===== src/rtl/seg_stream_arbiter.sv =====
// Frame-synchronous selector between the fixed- and adaptive-threshold segmentation streams.
// Changes source only on a vsync falling edge and reports frame completion and pixel-count errors.
module seg_stream_arbiter #(
  parameter int H_DISP      = 1440,
  parameter int V_DISP      = 1080,
  parameter int AUTO_TOGGLE = 0
) (
  input  logic       clk,
  input  logic       rst_n,
  input  logic       sel_req,
  input  logic       fix_hsync,
  input  logic       fix_vsync,
  input  logic [7:0] fix_data,
  input  logic       fix_de,
  input  logic       adp_hsync,
  input  logic       adp_vsync,
  input  logic [7:0] adp_data,
  input  logic       adp_de,
  output logic       out_hsync,
  output logic       out_vsync,
  output logic [7:0] out_data,
  output logic       out_de,
  output logic       out_src,
  output logic       frame_done,
  output logic       frame_err
);

  localparam int FRAME_PIX = H_DISP * V_DISP;
  localparam int CNT_W     = $clog2(FRAME_PIX + 1);
  localparam logic [CNT_W-1:0] FRAME_PIX_C = CNT_W'(FRAME_PIX);
  localparam logic [CNT_W-1:0] LAST_PIX_C  = CNT_W'(FRAME_PIX - 1);
  localparam logic [CNT_W-1:0] CNT_MAX     = '1;

  typedef enum logic [1:0] {
    ST_IDLE,
    ST_RUN,
    ST_SWITCH
  } state_e;

  state_e           state_q, state_d;
  logic             src_q, src_d;
  logic             fix_vs_q, adp_vs_q;
  logic [CNT_W-1:0] cnt_q, cnt_d, cnt_base;
  logic             clr_cnt, chk_frame;

  logic             hsync_d, vsync_d, de_d, done_d, err_d;
  logic [7:0]       data_d;

  logic fs_fix, fs_adp, fs_cur, fs_tgt, tgt;

  assign fs_fix = fix_vs_q & ~fix_vsync;
  assign fs_adp = adp_vs_q & ~adp_vsync;
  // Before the first lock there is no current source to toggle from, so IDLE follows sel_req.
  assign tgt    = (state_q != ST_IDLE && AUTO_TOGGLE != 0) ? ~src_q : sel_req;
  assign fs_cur = src_q ? fs_adp : fs_fix;
  assign fs_tgt = tgt   ? fs_adp : fs_fix;

  // NOTE: sequential state uses non-blocking assignments so every register samples pre-edge values.
  always_ff @(posedge clk or negedge rst_n) begin
    if (!rst_n) begin
      state_q  <= ST_IDLE;
      src_q    <= 1'b0;
      fix_vs_q <= 1'b0;
      adp_vs_q <= 1'b0;
    end else begin
      state_q  <= state_d;
      src_q    <= src_d;
      fix_vs_q <= fix_vsync;
      adp_vs_q <= adp_vsync;
    end
  end

  // NOTE: every combinational output gets a default first so no path infers a latch.
  always_comb begin
    state_d   = state_q;
    src_d     = src_q;
    clr_cnt   = 1'b0;
    chk_frame = 1'b0;
    unique case (state_q)
      ST_IDLE, ST_SWITCH: begin
        if (fs_tgt) begin
          state_d = ST_RUN;
          src_d   = tgt;
          clr_cnt = 1'b1;
        end
      end
      ST_RUN: begin
        if (fs_cur) begin
          chk_frame = 1'b1;
          if (tgt == src_q || fs_tgt) begin
            src_d   = tgt;
            clr_cnt = 1'b1;
          end else begin
            state_d = ST_SWITCH;
          end
        end
      end
      default: state_d = ST_IDLE;
    endcase
  end

  // Output is driven from the next state so the vsync-fall cycle of an accepted frame is forwarded.
  always_comb begin
    hsync_d = 1'b1;
    vsync_d = 1'b1;
    de_d    = 1'b0;
    data_d  = 8'h00;
    if (state_d == ST_RUN) begin
      hsync_d = src_d ? adp_hsync : fix_hsync;
      vsync_d = src_d ? adp_vsync : fix_vsync;
      de_d    = src_d ? adp_de    : fix_de;
      data_d  = src_d ? adp_data  : fix_data;
    end
    cnt_base = clr_cnt ? '0 : cnt_q;
    cnt_d    = (de_d && cnt_base != CNT_MAX) ? cnt_base + 1'b1 : cnt_base;
    done_d   = de_d && (cnt_base == LAST_PIX_C);
    err_d    = chk_frame && (cnt_q != FRAME_PIX_C);
  end

  always_ff @(posedge clk or negedge rst_n) begin
    if (!rst_n) begin
      out_hsync  <= 1'b1;
      out_vsync  <= 1'b1;
      out_de     <= 1'b0;
      out_data   <= 8'h00;
      frame_done <= 1'b0;
      frame_err  <= 1'b0;
      cnt_q      <= '0;
    end else begin
      out_hsync  <= hsync_d;
      out_vsync  <= vsync_d;
      out_de     <= de_d;
      out_data   <= data_d;
      frame_done <= done_d;
      frame_err  <= err_d;
      cnt_q      <= cnt_d;
    end
  end

  assign out_src = src_q;

endmodule


===== config.mk =====
export PLATFORM = sky130hd
export DESIGN_NAME = seg_stream_arbiter
export DESIGN_NICKNAME = d
export VERILOG_FILES = /design/src/rtl/seg_stream_arbiter.sv
export SDC_FILE = /design/constraint.sdc
export NUM_CORES = 1
export LEC_CHECK = 0
export CORE_ASPECT_RATIO = 1.2
export CORE_MARGIN = 2
export CORE_UTILIZATION = 41
export CTS_BUF_LIST = sky130_fd_sc_hd__clkbuf_16
export CTS_CLUSTER_SIZE = 24
export DETAILED_ROUTE_END_ITERATION = 12
export SYNTH_ARGS = -nofsm -noshare
export SYNTH_HDL_FRONTEND = slang
export SYNTH_SLANG_ARGS = --single-unit

===== constraint.sdc =====
create_clock -name clk -period 3.45 [get_ports clk]
set_input_delay 1.035 -clock clk [delete_from_list [all_inputs] [get_ports clk]]
set_output_delay 1.035 -clock clk [all_outputs]
set_load 0.02 [all_outputs]

==> metrics.yaml <==
fillers: 466
async_flop_share: 1.00
tightest_slew_ns: 0.870
yosysSeqAreaShare: 0.450
ff_latch_area_sq_um: 978
vias: 2022
synthCells: 219
syn_area_sq_mm: 0.00217
max_cap_violations: 0
cts_sinks: 39
post-synth-top-count-cell: "dfrtp_1"
drc: 0
p_leak_nw: 1.32
drtPass1Iterations: 4
start_util: 0.419
multi_input_area_sq_mm: 0.00120
ys.flop_type: "dfrtp_1"
antenna_found_initial: 0
post_drt_wl_per_cell_um: 16.0
yosys-top-cells-count: "dfrtp_1 (37), a21oi_1 (17), nand2_1 (16), nor2_1 (16), nand3_1 (11)"
crit_path_max_incr_delay_ns: 0.52
clock.fmax_mhz: 294
drv_slew: 0
grt_pass1_vias: 2110
avgSynthCellArea_sq_um: 9.92
hold_buffers: 0
min_period_over_period: 0.987
ys_warn_count: 0
cts_buffers: 5
setup_slack_ns: 0.0437
clkTransAtPathRegs_ns: 0.06
wl_mm: 5.67
grt_pass1_wl_mm: 9.95
critPathRequiredTime_ns: 3.66
cp_top_family: "simple AND/OR/NAND/NOR gates"
cp.depth: 10
status: "completed"
crit_buf_inv: 2
setup_viol: 0
critPathKind: "in -> reg"
layout_min_cycle_time_ns: 3.41
diodes: 0
crit_arrival_ns: 3.62
drive_gt1_frac: 0.225
critPathSlowestCell: "or4_1"
io_pins: 39
io_buffers: 38
finalSetupTns_ns: 0
start_kind: "input port"
syn-num-nets: 245
rows: 29
grt_usage: 0.211
fp.dieW_um: 70.4
cts_buffer_depth: 2
worstSkewPairLatency_ns: 0.28
ir_drop_uv: 280
skew_ns: 0.00438
cp_max_fo: 6
vias_per_cell: 5.70
crit_chain: "clkdlybuf4s50_1 > or2b_2 > a221o_1 > and2_1 > ha_2 > nand4_1 > buf_6 > o41ai_4 > or4_1 > a21oi_2"
nets: 318
cts-root-buf: "clkbuf_16"
synth_area_leader_cell: "dfrtp_1"
hp-class: "reg -> reg"
yosys_register_bits: 39
area_delta_synth_final_pct: 43.0
synth_top_area_frac: 0.426
core_sq_mm: 0.00519
drt-initial-drc-count: 85
dp_slack_ns: -0.479
max_slew_margin: 0.420
min_path_cells: 1
synth_area_leaders: "dfrtp_1 (43%), mux2i_1 (4.6%), a21oi_1 (3.9%)"
place.gp.congestion: 0.902
power.density_mw_per_mm2: 514
dp_hpwl_mm: 3.94
cts_max_level: 2
end_kind: "flip-flop"
die_area_sq_mm: 0.00590
grt_overflow: 0
rr_worst_depth: 10
die_y_um: 83.7
synthDistinctLibCells: 48
synth-edff-count: 0
grt_start_max_net_pins: 40
ant_nets: 0
cts_tree: "yes"
hold_viol: 0
[through the flow]
step                      power, mW   util  hold slack (ns)  cell area, sq um  instances
after floorplan               0.819      -            0.453              2170        219
after global placement         1.04  0.543            0.503              2820        342
after detailed placement       1.04  0.543            0.509              2820        342
after CTS                      1.60  0.588            0.521              3050        354
after global routing           1.68  0.599            0.542              3110        355
final                          1.59  0.599            0.519              3110        355
[worst reg2reg max path, delay by kind of cell, from the launching register on]
kind            cells  cell delay, ns
flops               1            0.47
compound gates      4            0.82
simple gates        3            0.83
buf+inv             2            0.27
fa+ha+maj           1            0.20
[cell usage in the layout, fill, tap and decap left out, types with 3 or more instances in the layout]
master           count
dfrtp_1             37
clkdlybuf4s50_1     37
buf_4               35
nand2_1             16
nor2_1              15
a21oi_1             14
nand3_1             10
o31ai_1             10
mux2i_1             10
or4_1                9
inv_1                7
nand4_1              7
o41ai_1              6
nand2b_1             5
clkbuf_16            5
and2_1               4
o311ai_0             4
nor3b_1              3
nand3b_1             3
and3_1               3
o41ai_4              3
a21oi_2              3
nor4_1               3
[state kept, by name (all words and copies together) (netlist names)]
name        flops
fix_vs_q        1
out_hsync       1
out_de          1
out_data        8
frame_done      1
frame_err       1
out_vsync       1
state_q         2
cnt_q          21
out_src         1
adp_vs_q        1
[area by class of cell]
cell class              count  share of cell area
flip-flops and latches     39               0.315
clock inverters             3              0.0141
well taps                  62              0.0250
inverters                   7             0.00846
repair buffers             74               0.209
multi-input cells         165               0.388
clock buffers               5              0.0403
[cells by family (layout without fill, tap and decap cells)]
kind of cell | count (synthesis) | count (layout) | share of synthesized area
AND/OR/NAND/NOR | 98 | 98 | 0.264
AO/OA/AOI/OAI | 50 | 52 | 0.179
flip-flops | 39 | 39 | 0.450
buffers and inverters | 17 | 89 | 0.0374
multiplexers | 11 | 11 | 0.0513
XOR/XNOR | 3 | 3 | 0.0121
adder cells (fa/ha/maj) | 1 | 1 | 0.00576
[report_power, final]
part	switching, mW	total (mW)	internal (mW)
clock	0.179	0.520	0.341
sequential	0.0457	0.564	0.518
combinational	0.265	0.512	0.247
total	0.490	1.59	1.11
[path summary, 6_finish.rpt]
kind                       startpoint     endpoint  slack, ns
max reg2reg                   out_src    cnt_q[15]       0.78
min                          cnt_q[8]   frame_done       0.52
min in group asynchronous       rst_n  out_data[1]       0.87
min reg2reg                  cnt_q[8]   frame_done       0.52
max in group asynchronous       rst_n      out_src       2.03
max                         fix_vsync    cnt_q[15]       0.04
[timing repair]
| item | CTS | global route |
|---|---|---|
| gates resized for setup | 2 | 11 |
| setup endpoints to repair | 15 | 15 |
| buffers inserted | 2 | 1 |
| gates cloned | 2 | 0 |
| pin swaps | 1 | 8 |
[metal layers]
metal  vias to the layer above  part of all wire  routed length, um  track usage
met3                        11             0.040                227       0.0399
met4                         0             0.020                114       0.0857
met5                         -                 0                  0            0
li1                        993                 -                  -            -
met1                       968              0.44               2490        0.265
met2                        50              0.50               2840        0.355
(Power assumes the default switching activity.)
==> variant: new RTL, same settings <==
The parameter `V_DISP` goes from 1080 to 2160.
--- a/src/rtl/seg_stream_arbiter.sv
+++ b/src/rtl/seg_stream_arbiter.sv
@@ -2,7 +2,7 @@
 // Changes source only on a vsync falling edge and reports frame completion and pixel-count errors.
 module seg_stream_arbiter #(
   parameter int H_DISP      = 1440,
-  parameter int V_DISP      = 1080,
+  parameter int V_DISP      = 2160,
   parameter int AUTO_TOGGLE = 0
 ) (
   input  logic       clk,
Check against the original RTL: no difference found for any inputs over 10 cycles, from zero or initial values and one cycle with rst_n low; that may be too few to reach the edited logic, so the function may still have changed.
==> variant against the unedited design <==
Area after synthesis down 2.4%. Count of clock-buffer cells in the layout is the same. Cell area decreased by 4.8%. Critical path type unchanged. Largest cell class unchanged. Setup slack gained 0.029 ns. Power shrank 3.8%. Non-clock buffer count fell by 11. Wire length is 10% lower. Critical endpoint unchanged. Sequential cell count is 1 higher.
==> variant: results (changes against the unedited design) <==
.. list-table::
   :header-rows: 1

   * - Metric
     - Value
   * - Result of the run
     - finished clean
   * - Hold worst-path end
     - cnt_q[19]$_DFF_PN0_
   * - Leading registers by flop count
     - cnt_q (22), out_data (8), state_q (2)
   * - Postcts setup bufs
     - 0 (-2)
   * - Wire length of the first global-routing pass
     - 8.46 mm (-15%)
   * - DR vias
     - 1,945 (-3.8%)
   * - Worst reg-to-reg setup slack
     - 0.75 ns (-0.03 ns)
   * - Fill cell instance count of the final layout
     - 444 (-4.7%)
   * - Worst stage delay on the critical path
     - 0.42 ns (-0.10 ns)
   * - Number of placed cells counting well taps
     - 334 (-2.3%)
   * - Number of nets in the synthesized netlist
     - 249 (+1.6%)
   * - Cell variety after synth
     - 47 (-2.1%)
   * - Leakage power
     - 0.00121 uW (-8.9%)
   * - Drt via density
     - 5.64 (-1.0%)
   * - Reg2reg end
     - cnt_q[18]$_DFF_PN0_
   * - Post-cts gate resize count
     - 3 (+1)
   * - Routed wirelength normalized by instance count
     - 14.8 um (-7.5%)
   * - Global routing usage summed across all routing layers
     - 18.8% (-2.4 points)
   * - Post-synthesis mux area share
     - 5.25% (+0.13 points)
   * - Hold Path Stages
     - 2 (+1)
   * - Critical-path maximum fanout
     - 7 (+1)
   * - Worst rel slew slack
     - 42.1% (+0.084 points)
   * - Cell at the slowest stage of the critical path
     - clkdlybuf4s50_1
   * - Critical hold path startpoint
     - cnt_q[19]$_DFF_PN0_
   * - Final hold slack
     - 0.565 ns (+0.0460 ns)
   * - Dpl ws
     - -0.331 ns (+0.148 ns)
   * - Portion of the post-synthesis area used by sequential elements
     - 47.3% (+2.3 points)
   * - Nets
     - 310 (-2.5%)
   * - Power Total
     - 1530 uW (-3.8%)
   * - Final Cycle Share
     - 97.9% (-0.85 points)
   * - Share of the synthesized area in compound gates (AO/OA/AOI/OAI)
     - 14.9% (-3.0 points)
   * - Xor-xnor portion of the synthesized cell area
     - 1.65% (+0.44 points)
## variant: final cells by class
type | count | area [um^2] | share of cell area (%)
Sequential cell | 40 | 1000 | 33.9
Clock buffer | 5 | 125 | 4.23
Multi-Input combinational cell | 168 | 1110 | 37.6
Inverter | 6 | 22.5 | 0.762
Clock inverter | 3 | 42.5 | 1.44
Timing Repair Buffer | 63 | 576 | 19.5
Tap cell | 60 | 75.1 | 2.54
## variant: worst max path at each step
stage,end,cells after the start
final,cnt_q[15]$_DFF_PN0_,11
after global routing,cnt_q[18]$_DFF_PN0_,12
after CTS,cnt_q[11]$_DFF_PN0_,10
after detailed placement,cnt_q[13]$_DFF_PN0_,10
after global placement,cnt_q[11]$_DFF_PN0_,10
after floorplan,cnt_q[15]$_DFF_PN0_,12
## variant: per-layer routing
| layer | share of wire, % | up-vias | global-route usage, % |
|---|---|---|---|
| met1 | 42 | 933 | 21.9 |
| li1 | - | 960 | - |
| met3 | 6.0 | 6 | 5.70 |
| met5 | 0 | - | 0 |
| met2 | 50 | 46 | 33.1 |
| met4 | 1.5 | 0 | 6.92 |
## variant: metrics by stage
step / util, % / instance area [um^2]
global placement: 54.7 / 2720
global route: 59.4 / 2960
detailed placement: 54.7 / 2720
floorplan: - / 2130
CTS: 58.3 / 2900
finish: 59.4 / 2960
## variant: power by group through the flow
stage	clock, uW	sequential [uW]	combinational (uW)
3_5_place_dp	0	575	417
4_1_cts	535	567	423
3_3_place_gp	0	574	415
5_1_grt	552	578	485
6_report	521	569	444
2_1_floorplan	0	612	170
## variant: worst reg2reg max path, stage by stage (launching register included)
cell and delay, ns:
dfrtp_1 0.46, nand2b_1 0.21, a21oi_2 0.17, a221o_1 0.21, and2_4 0.20, ha_4 0.14
and2_4 0.18, nand3b_1 0.10, a2111o_1 0.47, or3_4 0.38, a21oi_2 0.11
